<file path="src/rtl/ucie_ctl_sb_pkg.sv">
// Shared constants, frame layout and FSM state type for the UCIe sideband config transmitter.
package ucie_ctl_sb_pkg;

  localparam logic [4:0] OPC_WITH_DATA = 5'b11011;
  localparam logic [4:0] OPC_NO_DATA   = 5'b10010;
  localparam logic [2:0] SRCID         = 3'b010;
  localparam logic [2:0] DSTID         = 3'b110;
  localparam logic [4:0] MAX_DECODE    = 5'h0F;
  localparam logic [4:0] DEC_ADV_CAP   = 5'h01;

  localparam int unsigned OPC_LSB     = 0;
  localparam int unsigned SRCID_LSB   = 5;
  localparam int unsigned MSGCODE_LSB = 8;
  localparam int unsigned SUBCODE_LSB = 16;
  localparam int unsigned DSTID_LSB   = 24;
  localparam int unsigned DP_BIT      = 30;
  localparam int unsigned CP_BIT      = 31;
  localparam int unsigned DATA_LSB    = 32;

  typedef enum logic [1:0] {IDLE, WAIT_CRD, SEND} sb_state_e;

  function automatic logic [63:0] build_frame(input logic [4:0] decode, input logic [31:0] cap);
    logic [63:0] f;
    logic [31:0] data;
    f    = '0;
    data = (decode == DEC_ADV_CAP) ? cap : '0;
    f[OPC_LSB +: 5]     = (decode == DEC_ADV_CAP) ? OPC_WITH_DATA : OPC_NO_DATA;
    f[SRCID_LSB +: 3]   = SRCID;
    f[MSGCODE_LSB +: 8] = {3'b000, decode};
    f[SUBCODE_LSB +: 8] = 8'h00;
    f[DSTID_LSB +: 3]   = DSTID;
    f[DP_BIT]           = ^data;
    // Header parity covers everything below it, including DP.
    f[CP_BIT]           = ^f[30:0];
    f[DATA_LSB +: 32]   = data;
    return f;
  endfunction

endpackage

</file>
<file path="src/rtl/ucie_ctl_sb_tx_serializer.sv">
// Holds one 64-bit sideband frame and emits it LSB-first as 64/N registered beats.
module ucie_ctl_sb_tx_serializer #(
  parameter int unsigned N = 8
) (
  input  logic         clk,
  input  logic         rst,
  input  logic         load,
  input  logic [63:0]  frame,
  input  logic         run,
  output logic         beat_vld,
  output logic [N-1:0] beat_data,
  output logic         last
);

  localparam int unsigned BEATS = 64 / N;
  localparam int unsigned CW    = (BEATS > 1) ? $clog2(BEATS) : 1;

  logic [63:0]   frame_q;
  logic [CW-1:0] cnt;

  assign last = (cnt == CW'(BEATS - 1));

  always_ff @(posedge clk or posedge rst) begin
    if (rst) begin
      frame_q   <= '0;
      cnt       <= '0;
      beat_vld  <= 1'b0;
      beat_data <= '0;
    end else begin
      if (load) begin
        frame_q <= frame;
        cnt     <= '0;
      end
      if (run) begin
        beat_vld  <= 1'b1;
        beat_data <= frame_q[cnt * N +: N];
        cnt       <= last ? '0 : cnt + 1'b1;
      end else begin
        beat_vld  <= 1'b0;
        beat_data <= '0;
      end
    end
  end

endmodule

</file>
<file path="src/rtl/ucie_ctl_sb_tx.sv">
// Sideband config transmitter: request handshake, frame build, credit gating and serialization.
`ifndef NC
`define NC 8
`endif

module ucie_ctl_sb_tx
  import ucie_ctl_sb_pkg::*;
#(
  parameter int unsigned N        = `NC,
  parameter int unsigned CRD_INIT = 1,
  parameter int unsigned CRD_MAX  = 4
) (
  input  logic         i_clk,
  input  logic         i_rst,
  input  logic         i_lp_sb_valid,
  input  logic [4:0]   i_lp_sb_decode,
  input  logic [31:0]  i_lp_adv_cap_value,
  output logic         o_lp_sb_ready,
  input  logic         i_cfg_crd,
  output logic         o_pl_cfg_vld,
  output logic [N-1:0] o_pl_cfg,
  output logic         o_sb_tx_error,
  output logic         o_crd_overflow
);

  sb_state_e   state;
  logic [3:0]  credits;
  logic        accept;
  logic        supported;
  logic        start;
  logic        ser_last;
  logic [63:0] frame_new;

  assign accept    = i_lp_sb_valid & o_lp_sb_ready;
  assign supported = (i_lp_sb_decode <= MAX_DECODE);
  assign frame_new = build_frame(i_lp_sb_decode, i_lp_adv_cap_value);

  // A message consumes a credit on the cycle it leaves IDLE/WAIT_CRD for SEND.
  always_comb begin
    start = 1'b0;
    case (state)
      IDLE:     start = accept & supported & (credits != '0);
      WAIT_CRD: start = (credits != '0) | i_cfg_crd;
      default:  start = 1'b0;
    endcase
  end

  always_ff @(posedge i_clk or posedge i_rst) begin
    if (i_rst) begin
      state          <= IDLE;
      credits        <= 4'(CRD_INIT);
      o_lp_sb_ready  <= 1'b1;
      o_sb_tx_error  <= 1'b0;
      o_crd_overflow <= 1'b0;
    end else begin
      o_sb_tx_error  <= accept & ~supported;
      o_crd_overflow <= i_cfg_crd & ~start & (credits == 4'(CRD_MAX));
      if (i_cfg_crd & ~start & (credits != 4'(CRD_MAX)))
        credits <= credits + 4'd1;
      else if (start & ~i_cfg_crd)
        credits <= credits - 4'd1;
      o_lp_sb_ready <= ((state == IDLE) & ~accept) | ((state == SEND) & ser_last);
      case (state)
        IDLE:     if (accept & supported) state <= (credits != '0) ? SEND : WAIT_CRD;
        WAIT_CRD: if (start) state <= SEND;
        SEND:     if (ser_last) state <= IDLE;
        default:  state <= IDLE;
      endcase
    end
  end

  ucie_ctl_sb_tx_serializer #(
    .N(N)
  ) u_serializer (
    .clk       (i_clk),
    .rst       (i_rst),
    .load      (accept & supported),
    .frame     (frame_new),
    .run       (state == SEND),
    .beat_vld  (o_pl_cfg_vld),
    .beat_data (o_pl_cfg),
    .last      (ser_last)
  );

endmodule

</file>
<file path="config.mk">
export PLATFORM = sky130hd
export DESIGN_NAME = ucie_ctl_sb_tx
export DESIGN_NICKNAME = d
export VERILOG_FILES = /design/src/rtl/ucie_ctl_sb_pkg.sv /design/src/rtl/ucie_ctl_sb_tx_serializer.sv /design/src/rtl/ucie_ctl_sb_tx.sv
export SDC_FILE = /design/constraint.sdc
export NUM_CORES = 1
export LEC_CHECK = 0
export BUFFER_PORTS_ARGS = -buffer_cell sky130_fd_sc_hd__buf_2
export CELL_PAD_IN_SITES_DETAIL_PLACEMENT = 1
export CELL_PAD_IN_SITES_GLOBAL_PLACEMENT = 2
export CORE_UTILIZATION = 35
export CTS_CLUSTER_DIAMETER = 80
export CTS_CLUSTER_SIZE = 30
export DETAILED_ROUTE_END_ITERATION = 6
export PLACE_DENSITY_LB_ADDON = 0.1
export SYNTH_ARGS = -nofsm -noshare
export SYNTH_HDL_FRONTEND = slang
export SYNTH_SLANG_ARGS = --single-unit
</file>
<file path="constraint.sdc">
create_clock -name i_clk -period 3.6 [get_ports i_clk]
set_clock_uncertainty 0.15 [all_clocks]
set_input_delay 0.54 -clock i_clk [delete_from_list [all_inputs] [get_ports i_clk]]
set_output_delay 0.54 -clock i_clk [all_outputs]
set_load 0.02 [all_outputs]
</file>
# Yosys cells after proc, flatten, opt, wreduce, memory -nomap -nowiden
# Index checks and enable logic that the tools add are counted.
[op_classes]
add_sub_neg = 3
n_lt_le_gt_ge = 1
n_eq_ne = 9
n_shift = 1
muxes = 15
bitwise_logic = 16
n_reduce_logical = 7
[op_table]
columns = ["op", "n"]
rows = [
  ["$shiftx A64 B7 Y8", 1],
  ["$mux W32", 1],
  ["$reduce_xor A32 Y1", 1],
  ["$reduce_xor A31 Y1", 1],
  ["$mux W4", 3],
  ["$and A1 B1 Y1", 10],
  ["$mux W3", 3],
  ["$mux W2", 4],
  ["$mux W8", 1],
  ["$pmux W2 S3", 1],
  ["$eq A5 B1 Y1 const B", 1],
  ["$le A5 B4 Y1 const B", 1],
  ["$add A4 B1 Y4 const B", 1],
  ["$eq A4 B3 Y1 const B", 1],
  ["$ne A2 B2 Y1 const B", 2],
  ["$ne A4 B3 Y1 const B", 1],
  ["$not A1 Y1", 4],
  ["$reduce_bool A2 Y1", 2],
  ["$reduce_bool A4 Y1", 1],
  ["$sub A4 B1 Y4 const B", 1],
  ["$add A3 B1 Y3 const B", 1],
  ["$eq A3 B3 Y1 const B", 1],
  ["$reduce_and A3 Y1", 1],
  ["$eq A2 B1 Y1 const B", 1],
  ["6 further kinds", 7],
]
[totals]
ff_bits = 68

# Longest topological paths before layout
[depth]
depth_word = 8
depth_mapped = 11
depth_no_buf = 10

# By module
# A second synthesis with hierarchy kept.
[unflattened]
hier_cells = 325
hier_area_um2 = 4401.7
[by_module_without_submodules]
columns = ["mod", "n_inst", "cells_each", "area_per_inst_um2", "seq_area_each_um2"]
rows = [
  ["ucie_ctl_sb_tx_serializer", 1, 193, 3285.7, 1901.8],
  ["ucie_ctl_sb_tx", 1, 132, 1116.1, 227.7],
]

# Worst setup path before layout
# Ideal clock, no wire load.
[synth_timing]
path_type = "in2reg"
start = "in i_lp_sb_decode[2]"
end = "reg credits[3]"
t_arrival_ps = 2515
setup_slack_ps = 855
cell_stages = 11
path_buffers = 1
path_cell_list = "ha_1 > a21oi_1 > nor3_1 > buf_2 > a21oi_1 > o211ai_1 > ha_1 > a21o_1 > a21oi_1 > mux2i_1 > xor2_1"
[synth_via]
elab_chain_len = 8
elab_cells_between_ends = 10
[synth_lines]
columns = ["item", "line_no", "source"]
rows = [
  ["start: declaration", "ucie_ctl_sb_tx.sv:16", "input logic [4:0] i_lp_sb_decode,"],
  ["$le A5 B4 Y1 *", "ucie_ctl_sb_tx.sv:35", "assign supported = (i_lp_sb_decode <= MAX_DECODE);"],
  ["$and A1 B1 Y1 * (2 in a row)", "ucie_ctl_sb_tx.sv:42", "IDLE: start = accept & supported & (credits != '0);"],
  ["$pmux W1 S2 *", "ucie_ctl_sb_tx.sv:41", "case (state)"],
  ["$not A1 Y1", "ucie_ctl_sb_tx.sv:58", "if (i_cfg_crd & ~start & (credits != 4'(CRD_MAX)))"],
  ["$and A1 B1 Y1 (2 in a row)", "ucie_ctl_sb_tx.sv:58", ""],
  ["$mux W4 or $reduce_bool A2 Y1 (tied branches)", "-", ""],
  ["end signal: assignment", "ucie_ctl_sb_tx.sv:51", "credits <= 4'(CRD_INIT);"],
  ["end signal: assignment", "ucie_ctl_sb_tx.sv:59", "credits <= credits + 4'd1;"],
  ["end signal: assignment", "ucie_ctl_sb_tx.sv:61", "credits <= credits - 4'd1;"],
  ["end: declaration", "ucie_ctl_sb_tx.sv:27", "logic [3:0] credits;"],
]
# Mark *: on every way between the ends. The rest lies on a longest branch, timed or not.
# A chain may end at the register's enable or synchronous reset.

# Worst setup path in the final report
[layout_timing]
start = "reg credits[1]"
end = "reg credits[3]"
[layout_via]
elab_chain_len = 7
elab_cells_between_ends = 14
[layout_lines]
columns = ["item", "line_no"]
rows = [
  ["$reduce_bool A4 Y1", "ucie_ctl_sb_tx.sv:42, ucie_ctl_sb_tx.sv:43"],
  ["$or A1 B1 Y1 or $and A1 B1 Y1 (tied branches)", "ucie_ctl_sb_tx.sv:43, ucie_ctl_sb_tx.sv:42"],
  ["$pmux W1 S2", "ucie_ctl_sb_tx.sv:41"],
  ["$not A1 Y1", "ucie_ctl_sb_tx.sv:58"],
  ["$and A1 B1 Y1 (2 in a row)", "ucie_ctl_sb_tx.sv:58"],
  ["$mux W4 or $reduce_bool A2 Y1 (tied branches)", "-"],
]
# Several ways; a longest one is shown, not always the timed one. The select of a mux whose other input is x is not followed.

==> flow_metrics.py <==
metrics = {
    "pwr": {
        "p_sw_share_pct": 37.14,
        "seqPwrFrac_pct": 44.1,
        "power.share.clock_pct": 23.7,
        "ir_drop_mv": 0.2010,
        "p_int_mw": 1.453,
        "p_sw_mw": 0.8584,
        "p_per_area_mw_per_mm2": 617.0,
        "comb_power_share_pct": 32.3,
        "p_leak_nw": 1.866,
    },
    "worst_setup_path": {
        "crit_buf_inv": 0,
        "cp.required_ns": 3.72,
        "worstSetupStartpointType": "register",
        "slowest_delay_ns": 0.43,
        "crit_arrival_ns": 2.83,
        "cp_max_fo": 5,
        "rr_worst_depth": 9,
        "cpMostUsedCell": "a21oi_1",
        "cp-end-kind": "register",
        "path_delay_family": "compound AO/OA/AOI/OAI gates",
        "rrSetupSlack_ns": 0.88,
        "crit_slowest_cell": "dfrtp_1",
        "worstReg2RegStart": "credits[1]",
        "critPathKind": "register to register",
        "reg2reg_to": "credits[3]",
        "path_cells": "nor3_2 > nand2b_1 > a21oi_1 > o211ai_1 > ha_1 > a21o_1 > a21oi_1 > mux2i_1 > xor2_1",
    },
    "die": {
        "dieArea_sq_mm": 0.009582,
        "io_pins": 53,
        "initial_core_util_pct": 36.54,
        "die_w_um": 97.89,
        "die_h_um": 97.89,
        "core-area_sq_mm": 0.008806,
        "rows": 34,
    },
    "sta": {
        "rsz0062_at_grt": "false",
        "fin_crit_ns": 2.717,
        "maxSlewHeadroom_pct": 40.21,
        "setup_viol": 0,
        "fmax_mhz": 368.1,
        "drv_slew": 0,
        "finalCritPeriodShare_pct": 75.47,
        "fin_hold_ws_ns": 0.2732,
        "fin_tns_setup_ns": 0,
        "worstMarginPinSlew_ns": 0.8969,
        "hold_violations": 0,
    },
    "drt": {
        "drtAntennaViolNets": 0,
        "wirelength_mm": 8.112,
        "viasPerCell": 5.067,
        "wl_per_cell_um": 16.59,
        "drtIter0Drc": 86,
        "first_pass_iters": 6,
        "drc_errors": 7,
        "vias": 2478,
    },
    "placement": {
        "dp_cells": 474,
        "gp_congestion": 0.7794,
        "io_buffers": 52,
        "post-dp-hpwl_mm": 5.716,
    },
    "clocking": {
        "htree_levels": 3,
        "numCtsBuffers": 9,
        "post_cts.repair.setup_buffers": 0,
        "ctsResizeCount": 0,
        "cts.sinks": 62,
        "ctsHoldBuffers": 0,
        "cts_tree": "yes",
        "clock_tree.root_cell": "clkbuf_8",
        "clkLatencyLatePin_ns": 0.34,
        "clk_pin_slew_ns": 0.07,
        "clockBufferDepth": 2,
    },
    "synthesis": {
        "yosys.area.top_type": "dfrtp_1",
        "post-synth-top-count-cell": "nand2_1",
        "synth.distinct_cells": 42,
        "synth_fp_nets": 378,
        "synth_seq_cells": 62,
        "netlist_top_cells_count": "78 x nand2_1, 60 x dfrtp_1, 39 x nand3_1",
        "synth.avg_cell_area_sq_um": 9.811,
        "synthArstFlopShare_pct": 100.0,
        "yosys.area.top_type_share_pct": 46.66,
        "synth_cells": 328,
        "yosys-top-cells-area": "dfrtp_1 47%, nand2_1 9.1%, xnor2_1 8.4%, nand3_1 6.1%, mux4_2 5.6%",
        "ys_seq_area_share_pct": 48.29,
        "yosys_warnings": 0,
        "ys.flop_type": "dfrtp_1",
        "synth_edf_count": 0,
        "netlist_area_sq_mm": 0.003218,
    },
    "global_routing": {
        "track_usage_pct": 18.24,
        "grt_pass1_wl_mm": 13.32,
        "grt_antenna_before_repair": 0,
        "grt_max_degree": 63,
        "grt.overflow.total": 0,
        "grt_pass1_vias": 2480,
    },
    "final_layout": {
        "final_cell_count_no_fill": 489,
        "utilization_pct": 42.54,
        "drive_gt1_share_pct": 23.10,
        "diodes": 0,
        "layout.nets": 427,
        "area_growth_pct": 16.41,
    },
    "job": {
        "drv_cap": 0,
    },
    "run_status": {
        "outcome": "finished with violations",
        "violations": "DRC",
    },
    "hold_path": {
        "hold_class": "input pin to asynchronous set/reset pin",
    },
}
power by group through the flow:
| stage | clock, mW | combinational [mW] | sequential, mW |
|---|---|---|---|
| floorplan | 0 | 0.573 | 0.972 |
| global placement | 0 | 0.741 | 1.03 |
| detailed placement | 0 | 0.757 | 1.03 |
| CTS | 0.567 | 0.760 | 1.02 |
| global route | 0.590 | 0.840 | 1.05 |
| finish | 0.547 | 0.746 | 1.02 |
logic make-up (layout without fill, tap and decap cells):
logic type / count (synthesis) / in the layout / share of synthesized area, %
AO/OA/AOI/OAI: 32 / 32 / 6.376
XOR/XNOR: 36 / 36 / 9.798
adder cells (fa/ha/maj): 9 / 9 / 3.733
buffers and inverters: 28 / 81 / 3.616
flip-flops: 62 / 62 / 48.29
multiplexers: 15 / 15 / 7.931
AND/OR/NAND/NOR: 146 / 146 / 20.26
state kept, by name (all words and copies together) (netlist names):
name and flops:
o_lp_sb_ready 1, o_sb_tx_error 1, o_crd_overflow 1, u_serializer.cnt 3, credits 4, u_serializer.beat_vld 1
u_serializer.frame_q 41, state 2, u_serializer.beat_data 8
how the worst max path moves through the flow:
stage	from	endpoint	slack (ns)	cells past startpoint
3_5_place_dp	i_lp_sb_decode[0]	credits[3]	0.64	11
2_1_floorplan	i_lp_sb_decode[2]	credits[3]	0.86	11
6_report	credits[1]	credits[3]	0.88	9
4_1_cts	credits[1]	credits[3]	0.87	9
3_3_place_gp	i_lp_sb_decode[2]	credits[3]	0.73	11
5_1_grt	credits[1]	credits[3]	0.59	9
metal layers:
metal / track usage, % / part of all wire, %
met1: 26.97 / 51
met2: 26.60 / 44
met3: 3.651 / 3.7
met4: 5.944 / 1.4
met5: 0 / 0
through the flow:
| stage | area [sq um] | setup slack (ns) | power (mW) |
|---|---|---|---|
| 4_1_cts | 3746 | 0.8693 | 2.349 |
| 5_1_grt | 3746 | 0.5874 | 2.480 |
| 3_3_place_gp | 3577 | 0.7267 | 1.772 |
| 6_report | 3746 | 0.8831 | 2.311 |
| 3_5_place_dp | 3577 | 0.6358 | 1.790 |
| 2_1_floorplan | 3218 | 0.8554 | 1.546 |
layout by cell type, fill, tap and decap left out, drive strengths merged, types with 10 or more instances in the layout:
cell	netlist	routed
dfrtp	60	60
clkbuf	14	13
nor2	10	10
xnor2	31	31
buf	6	58
nand2	78	78
nand3	39	39
a21oi	12	12
final cells by class:
type                       instances  area [sq um]
clock buffer                      13         158.9
inverter                           8         30.03
sequential                        62          1554
clock inverter                     2         10.01
fill                            1008          5060
multi-input combinational        238          1553
tap                              108         135.1
timing repair buffer              58         305.3
worst register-to-register path: stages (launching register included):
cell and delay (ns):
dfrtp_1 0.43, nor3_2 0.33, nand2b_1 0.17, a21oi_1 0.28, o211ai_1 0.22, ha_1 0.33, a21o_1 0.18, a21oi_1 0.17
mux2i_1 0.23, xor2_1 0.16
(Power assumes the default switching activity.)
